===== config.mk =====
export PLATFORM = sky130hd
export DESIGN_NAME = instr_fetch_unit_flat
export DESIGN_NICKNAME = d
export VERILOG_FILES = /design/src/rtl/instr_fetch_unit_if.sv /design/src/rtl/instr_fetch_unit.sv /design/src/flat_wrapper.sv
export SDC_FILE = /design/constraint.sdc
export NUM_CORES = 1
export LEC_CHECK = 0
export BUFFER_PORTS_ARGS = -buffer_cell sky130_fd_sc_hd__buf_2
export CORE_ASPECT_RATIO = 1.25
export CORE_MARGIN = 3
export CORE_UTILIZATION = 35
export CTS_BUF_LIST = sky130_fd_sc_hd__clkbuf_2 sky130_fd_sc_hd__clkbuf_4 sky130_fd_sc_hd__clkbuf_8
export DETAILED_ROUTE_END_ITERATION = 8
export GPL_ROUTABILITY_DRIVEN = 0
export PLACE_DENSITY = 0.68
export SYNTH_ARGS = -nofsm -noshare
export SYNTH_HDL_FRONTEND = slang
export SYNTH_SLANG_ARGS = --single-unit
export TNS_END_PERCENT = 30

===== constraint.sdc =====
create_clock -name clk -period 5.99 [get_ports clk]
set_input_delay 0.8985 -clock clk [delete_from_list [all_inputs] [get_ports clk]]
set_output_delay 0.8985 -clock clk [all_outputs]
set_load 0.01 [all_outputs]

===== src/rtl/instr_fetch_unit_if.sv =====
// Fetch-unit bundle: instruction-memory req/ack port, redirect input and decode-side valid/ready head.
// master = fetch unit, slave = memory/decode/branch environment.
interface instr_fetch_unit_if #(
  parameter int unsigned XLEN = 32
);
  logic            imem_req;
  logic [XLEN-1:0] imem_addr;
  logic            imem_ack;
  logic [31:0]     imem_rdata;
  logic            redirect_valid;
  logic [XLEN-1:0] redirect_pc;
  logic            instr_valid;
  logic            instr_ready;
  logic [31:0]     instr;
  logic [XLEN-1:0] instr_pc;
  logic [6:0]      opcode;

  modport master (
    output imem_req, imem_addr,
    input  imem_ack, imem_rdata,
    input  redirect_valid, redirect_pc,
    output instr_valid, instr, instr_pc, opcode,
    input  instr_ready
  );

  modport slave (
    input  imem_req, imem_addr,
    output imem_ack, imem_rdata,
    output redirect_valid, redirect_pc,
    input  instr_valid, instr, instr_pc, opcode,
    output instr_ready
  );
endinterface


===== src/rtl/instr_fetch_unit.sv =====
// Sequential RV32I fetcher with a 2-entry in-order buffer; first instr_valid 2 cycles after reset on zero-wait memory.
// Fetching pauses while both buffer slots are occupied; redirects flush the buffer and drain any in-flight request.
module instr_fetch_unit #(
  parameter int unsigned     XLEN     = 32,
  parameter logic [XLEN-1:0] RESET_PC = '0
) (
  input  logic               clk,
  input  logic               rst,
  instr_fetch_unit_if.master ifu
);
  typedef enum logic [1:0] {S_IDLE, S_REQ, S_STALL, S_FLUSH} state_t;

  typedef struct packed {
    logic [31:0]     instr;
    logic [XLEN-1:0] pc;
  } entry_t;

  state_t          state_q, state_d;
  logic [XLEN-1:0] pc_q, pc_d;
  logic [XLEN-1:0] tgt_q, tgt_d;
  logic [1:0]      cnt_q, cnt_d;
  entry_t          head_q, head_d;
  entry_t          tail_q, tail_d;

  logic            imem_req;
  logic            ack;
  logic            pending;
  logic            push;
  logic            pop;
  logic            redir;
  logic [XLEN-1:0] redir_pc;
  entry_t          fetched;

  assign redir    = ifu.redirect_valid;
  assign redir_pc = ifu.redirect_pc & ~XLEN'(3);
  assign ack      = imem_req & ifu.imem_ack;
  assign pending  = imem_req & ~ifu.imem_ack;
  assign push     = ack & (state_q == S_REQ) & ~redir;
  assign pop      = (cnt_q != 2'd0) & ifu.instr_ready & ~redir;
  assign fetched  = '{instr: ifu.imem_rdata, pc: pc_q};

  always_ff @(posedge clk or posedge rst) begin
    if (rst) begin
      state_q <= S_IDLE;
    end else begin
      state_q <= state_d;
    end
  end

  always_comb begin
    state_d = state_q;
    case (state_q)
      S_IDLE:  state_d = S_REQ;
      S_REQ:   if (cnt_q == 2'd2) state_d = S_STALL;
      S_STALL: if (cnt_q != 2'd2) state_d = S_REQ;
      S_FLUSH: if (ack) state_d = S_REQ;
      default: state_d = S_IDLE;
    endcase
    // A request already on the bus must complete before the new stream can start.
    if (redir) state_d = pending ? S_FLUSH : S_REQ;
  end

  // Slot occupancy is judged on the registered count, so a same-cycle pop never opens a request.
  always_comb begin
    imem_req = 1'b0;
    case (state_q)
      S_REQ:   imem_req = (cnt_q != 2'd2);
      S_FLUSH: imem_req = 1'b1;
      default: imem_req = 1'b0;
    endcase
  end

  always_comb begin
    pc_d  = pc_q;
    tgt_d = tgt_q;
    if (push) pc_d = pc_q + XLEN'(4);
    if ((state_q == S_FLUSH) && ack) pc_d = tgt_q;
    if (redir) begin
      if (pending) tgt_d = redir_pc;
      else         pc_d  = redir_pc;
    end
  end

  always_comb begin
    cnt_d  = cnt_q;
    head_d = head_q;
    tail_d = tail_q;
    if (pop) begin
      head_d = tail_q;
      cnt_d  = cnt_q - 2'd1;
    end
    if (push) begin
      if (cnt_d == 2'd0) head_d = fetched;
      else               tail_d = fetched;
      cnt_d = cnt_d + 2'd1;
    end
    if (redir) cnt_d = 2'd0;
  end

  always_ff @(posedge clk or posedge rst) begin
    if (rst) begin
      pc_q   <= RESET_PC;
      tgt_q  <= RESET_PC;
      cnt_q  <= 2'd0;
      head_q <= '0;
      tail_q <= '0;
    end else begin
      pc_q   <= pc_d;
      tgt_q  <= tgt_d;
      cnt_q  <= cnt_d;
      head_q <= head_d;
      tail_q <= tail_d;
    end
  end

  assign ifu.imem_req    = imem_req;
  assign ifu.imem_addr   = pc_q;
  assign ifu.instr_valid = (cnt_q != 2'd0);
  assign ifu.instr       = head_q.instr;
  assign ifu.instr_pc    = head_q.pc;
  assign ifu.opcode      = head_q.instr[6:0];
endmodule


===== src/flat_wrapper.sv =====
// flat-port wrapper written by rule: the top's interface ports become plain ports
module instr_fetch_unit_flat 
#(
  parameter int unsigned     XLEN     = 32,
  parameter logic [XLEN-1:0] RESET_PC = '0
)
  (clk, rst, ifu_imem_req, ifu_imem_addr, ifu_imem_ack, ifu_imem_rdata, ifu_redirect_valid, ifu_redirect_pc, ifu_instr_valid, ifu_instr, ifu_instr_pc, ifu_opcode, ifu_instr_ready);
  instr_fetch_unit_if #(.XLEN(XLEN)) ifu_i ();
  input  logic clk;
  input  logic rst;
  output wire logic [$bits(ifu_i.imem_req)-1:0] ifu_imem_req;
  output wire logic [$bits(ifu_i.imem_addr)-1:0] ifu_imem_addr;
  input wire logic [$bits(ifu_i.imem_ack)-1:0] ifu_imem_ack;
  input wire logic [$bits(ifu_i.imem_rdata)-1:0] ifu_imem_rdata;
  input wire logic [$bits(ifu_i.redirect_valid)-1:0] ifu_redirect_valid;
  input wire logic [$bits(ifu_i.redirect_pc)-1:0] ifu_redirect_pc;
  output wire logic [$bits(ifu_i.instr_valid)-1:0] ifu_instr_valid;
  output wire logic [$bits(ifu_i.instr)-1:0] ifu_instr;
  output wire logic [$bits(ifu_i.instr_pc)-1:0] ifu_instr_pc;
  output wire logic [$bits(ifu_i.opcode)-1:0] ifu_opcode;
  input wire logic [$bits(ifu_i.instr_ready)-1:0] ifu_instr_ready;
  assign ifu_imem_req = ifu_i.imem_req;
  assign ifu_imem_addr = ifu_i.imem_addr;
  assign ifu_i.imem_ack = ifu_imem_ack;
  assign ifu_i.imem_rdata = ifu_imem_rdata;
  assign ifu_i.redirect_valid = ifu_redirect_valid;
  assign ifu_i.redirect_pc = ifu_redirect_pc;
  assign ifu_instr_valid = ifu_i.instr_valid;
  assign ifu_instr = ifu_i.instr;
  assign ifu_instr_pc = ifu_i.instr_pc;
  assign ifu_opcode = ifu_i.opcode;
  assign ifu_i.instr_ready = ifu_instr_ready;
  instr_fetch_unit #(.XLEN(XLEN), .RESET_PC(RESET_PC)) u_core (.clk(clk), .rst(rst), .ifu(ifu_i));
endmodule

==> results.ini <==
[critical_path]
worstPathArrival_ns=3.46
crit_start=ifu_redirect_valid
rr_worst_depth=8
worstSetupPathType=in2reg
endpoint=u_core.tail_q[25]
crit_buf_inv=2
critical_path.max_stage_delay_ns=0.77
r2r_setup_slack_ns=2.91
crit_required_ns=6.34
cp_cell_sequence=buf_2, nor3b_2, xnor2_1, ha_1, nor4_4, buf_4, mux2_2
worstSetupStartpointType=primary input
r2r_start=u_core.cnt_q[0]
regToRegEndpoint=u_core.tail_q[25]
critPathMaxFanout=62
cp-end-kind=flop
crit_family=buffers and inverters
critPathSlowestCell=buf_4
cp_num_cells=7

[final_layout]
regArea_um2=4850
drive_gt1_frac=0.341
multi_input_area_um2=3760
nets=991
fillers=2376
syn2layout_area_growth_pct=17.1
fin_util=0.422

[placement]
hpwl_um=14600
portBuffers=171
dp_worst_setup_slack_ns=2.38

[yosys]
ys_seq_area_frac=0.545
synth.distinct_cells=50
synth_seq_cells=194
synth_top_area_frac=0.545
syn_area_um2=8910
async_reset_ff_frac=1.00
synthTopCellsByArea=dfrtp_1, mux2_2, mux2i_1
synth_top_area_cell=dfrtp_1
synth_ff_type=dfrtp_1
synth_nets=849
syn_area_per_cell_um2=11.5
synthCells=776
ys_warn_count=0
synth_edf_count=0

[grt]
grt_max_degree=174
gr-usage-all-layers=0.159
grt_pass1_wl_um=34200
grt_pass1_vias=6289
overflow=0
grt_antenna_before_repair=3

[sta]
relSlewSlack=0.244
slew_viol_final=0
period_needed_ns=3.11
fin_crit_sh=0.519
setup-tns-final_ns=0
fmax_ghz=0.322
hold_ws_ns=0.474
hold_viol_final=0
worstMarginPinSlew_ns=1.13
finClkSkew_ns=0.0144
finalSetupViolations=0
rsz0062_at_grt=false
fin_ws_ns=2.88

[cts]
post-cts-setup-buffers=0
cts.sinks=194
ctsHoldBuffers=0
cts_resized=0
cts_buffer_depth=2
tritoncts=done
cts_root_buf=clkbuf_8
numCtsBuffers=17
h-tree-depth=4
clock_latency_ns=0.47
clk_pin_slew_worst_paths_ns=0.10

[route]
routedWlPerCell_um=17.0
viasPerCell=5.03
first_pass_iters=5
drt-initial-drc-count=453
drc_errors=0
via_count=6345
postRouteAntennaNets=0
drt_wl_total_um=21500

[floorplanning]
core_area_um2=24700
start_util=0.360
die_w_um=149
pin_count=174
die_y_um=184
dieArea_um2=27400
rows=64

[run_status]
status=completed

[power]
vdd_ir_drop_max_mv=0.152
p_total_mw=4.67
p_leak_nw=4.46
cellPowerDensity_nw_per_um2=448

[min_path]
hold_class=in2async

[job]
maxCapViolCount=0

[worst min-delay path by stage]
| stage | start | end | slack [ns] |
|---|---|---|---|
| 6_report | rst | u_core.tgt_q[4] | 0.47 |
| 4_1_cts | rst | u_core.tgt_q[2] | 0.43 |
| 3_3_place_gp | u_core.tail_q[50] | u_core.tail_q[50] | 0.47 |
| 5_1_grt | rst | u_core.tgt_q[4] | 0.47 |
| 3_5_place_dp | u_core.tail_q[48] | u_core.tail_q[48] | 0.48 |
| 2_1_floorplan | u_core.tail_q[26] | u_core.tail_q[26] | 0.46 |
[placed cells by master (no fill, tap or decap), types with 6 or more instances in the layout]
cell      netlist  routed
mux2_2         90      90
o211ai_1        6       6
nand3_1        21      21
nand4_1        13      13
mux2i_1        67      67
o22ai_1         8       8
xor2_1         20      20
and3_1          6       6
nand2_1        26      25
dfrtp_1       194     194
o21ai_0        15      15
nor2_1         94      94
a211oi_1        9       9
nor3_1         13      13
buf_2          12     171
buf_4          13       8
clkbuf_8        0      18
a21oi_1        77      77
xnor2_1         6       6
[power by group]
group          leakage [nW]  switching (mW)  internal (mW)
combinational          1.95           0.759          0.733
sequential             2.28           0.390           1.84
clock                 0.221           0.469          0.478
[flip-flops by register name, summed over array words and instances (netlist names)]
name / flops
u_core.ifu.instr_pc: 32
u_core.tgt_q: 30
u_core.ifu.instr: 32
u_core.cnt_q: 2
u_core.ifu.imem_addr: 32
u_core.tail_q: 64
u_core.state_q: 2
[logic make-up (layout without fill, tap and decap cells)]
family          after synthesis  count (layout)  share of synthesized area
xor+xnor                     26              26                     0.0256
other cells                   0               2                          0
flops                       194             194                      0.545
fa+ha+maj                     4               4                    0.00562
simple gates                206             206                      0.117
mux                         161             161                      0.194
buf+inv                      62             216                     0.0341
compound gates              123             123                     0.0781
[synthesized netlist by cell type (all sizes together) (2+ instances only)]
master	n
or4b	4
mux2i	67
o21ai	15
a21oi	77
a21boi	2
a211oi	9
nor3b	3
xor2	20
nor3	14
inv	5
o221ai	2
nand2b	3
o211ai	6
or4	2
nor4	5
and2	4
clkbuf	27
nand2	27
ha	4
buf	30
nor2	95
mux2	94
dfrtp	194
o22ai	8
and3	6
and4	3
nand3	22
xnor2	6
nand4	13
[routing by layer]
metal,part of all wire,vias to the layer above,track usage
li1,-,3024,-
met1,0.43,3122,0.202
met2,0.48,159,0.259
met3,0.061,38,0.0394
met4,0.029,2,0.0665
met5,0.00060,-,0
[worst reg2reg max path, cell delays in order, from the launching register on]
cell and delay [ns]:
dfrtp_1 0.37, inv_1 0.07, ha_1 0.22, nor3b_2 0.30, xnor2_1 0.15, ha_1 0.29, nor4_4 0.35, buf_4 0.77
mux2_2 0.46
[layout make-up]
cell class	instances	area share
sequential	194	0.465
multi-input combinational	520	0.360
timing repair buffer	180	0.0897
tap	330	0.0396
clock buffer	20	0.0252
clock inverter	11	0.0169
inverter	5	0.00216
antenna	2	0.000480
[per-stage QoR]
step           area (um^2)  std cells
2_1_floorplan         8910        776
4_1_cts              10400       1260
6_report             10400       1262
3_3_place_gp          9990       1229
5_1_grt              10400       1262
3_5_place_dp          9990       1229
Note: power is estimated with default switching activity, not from simulation.
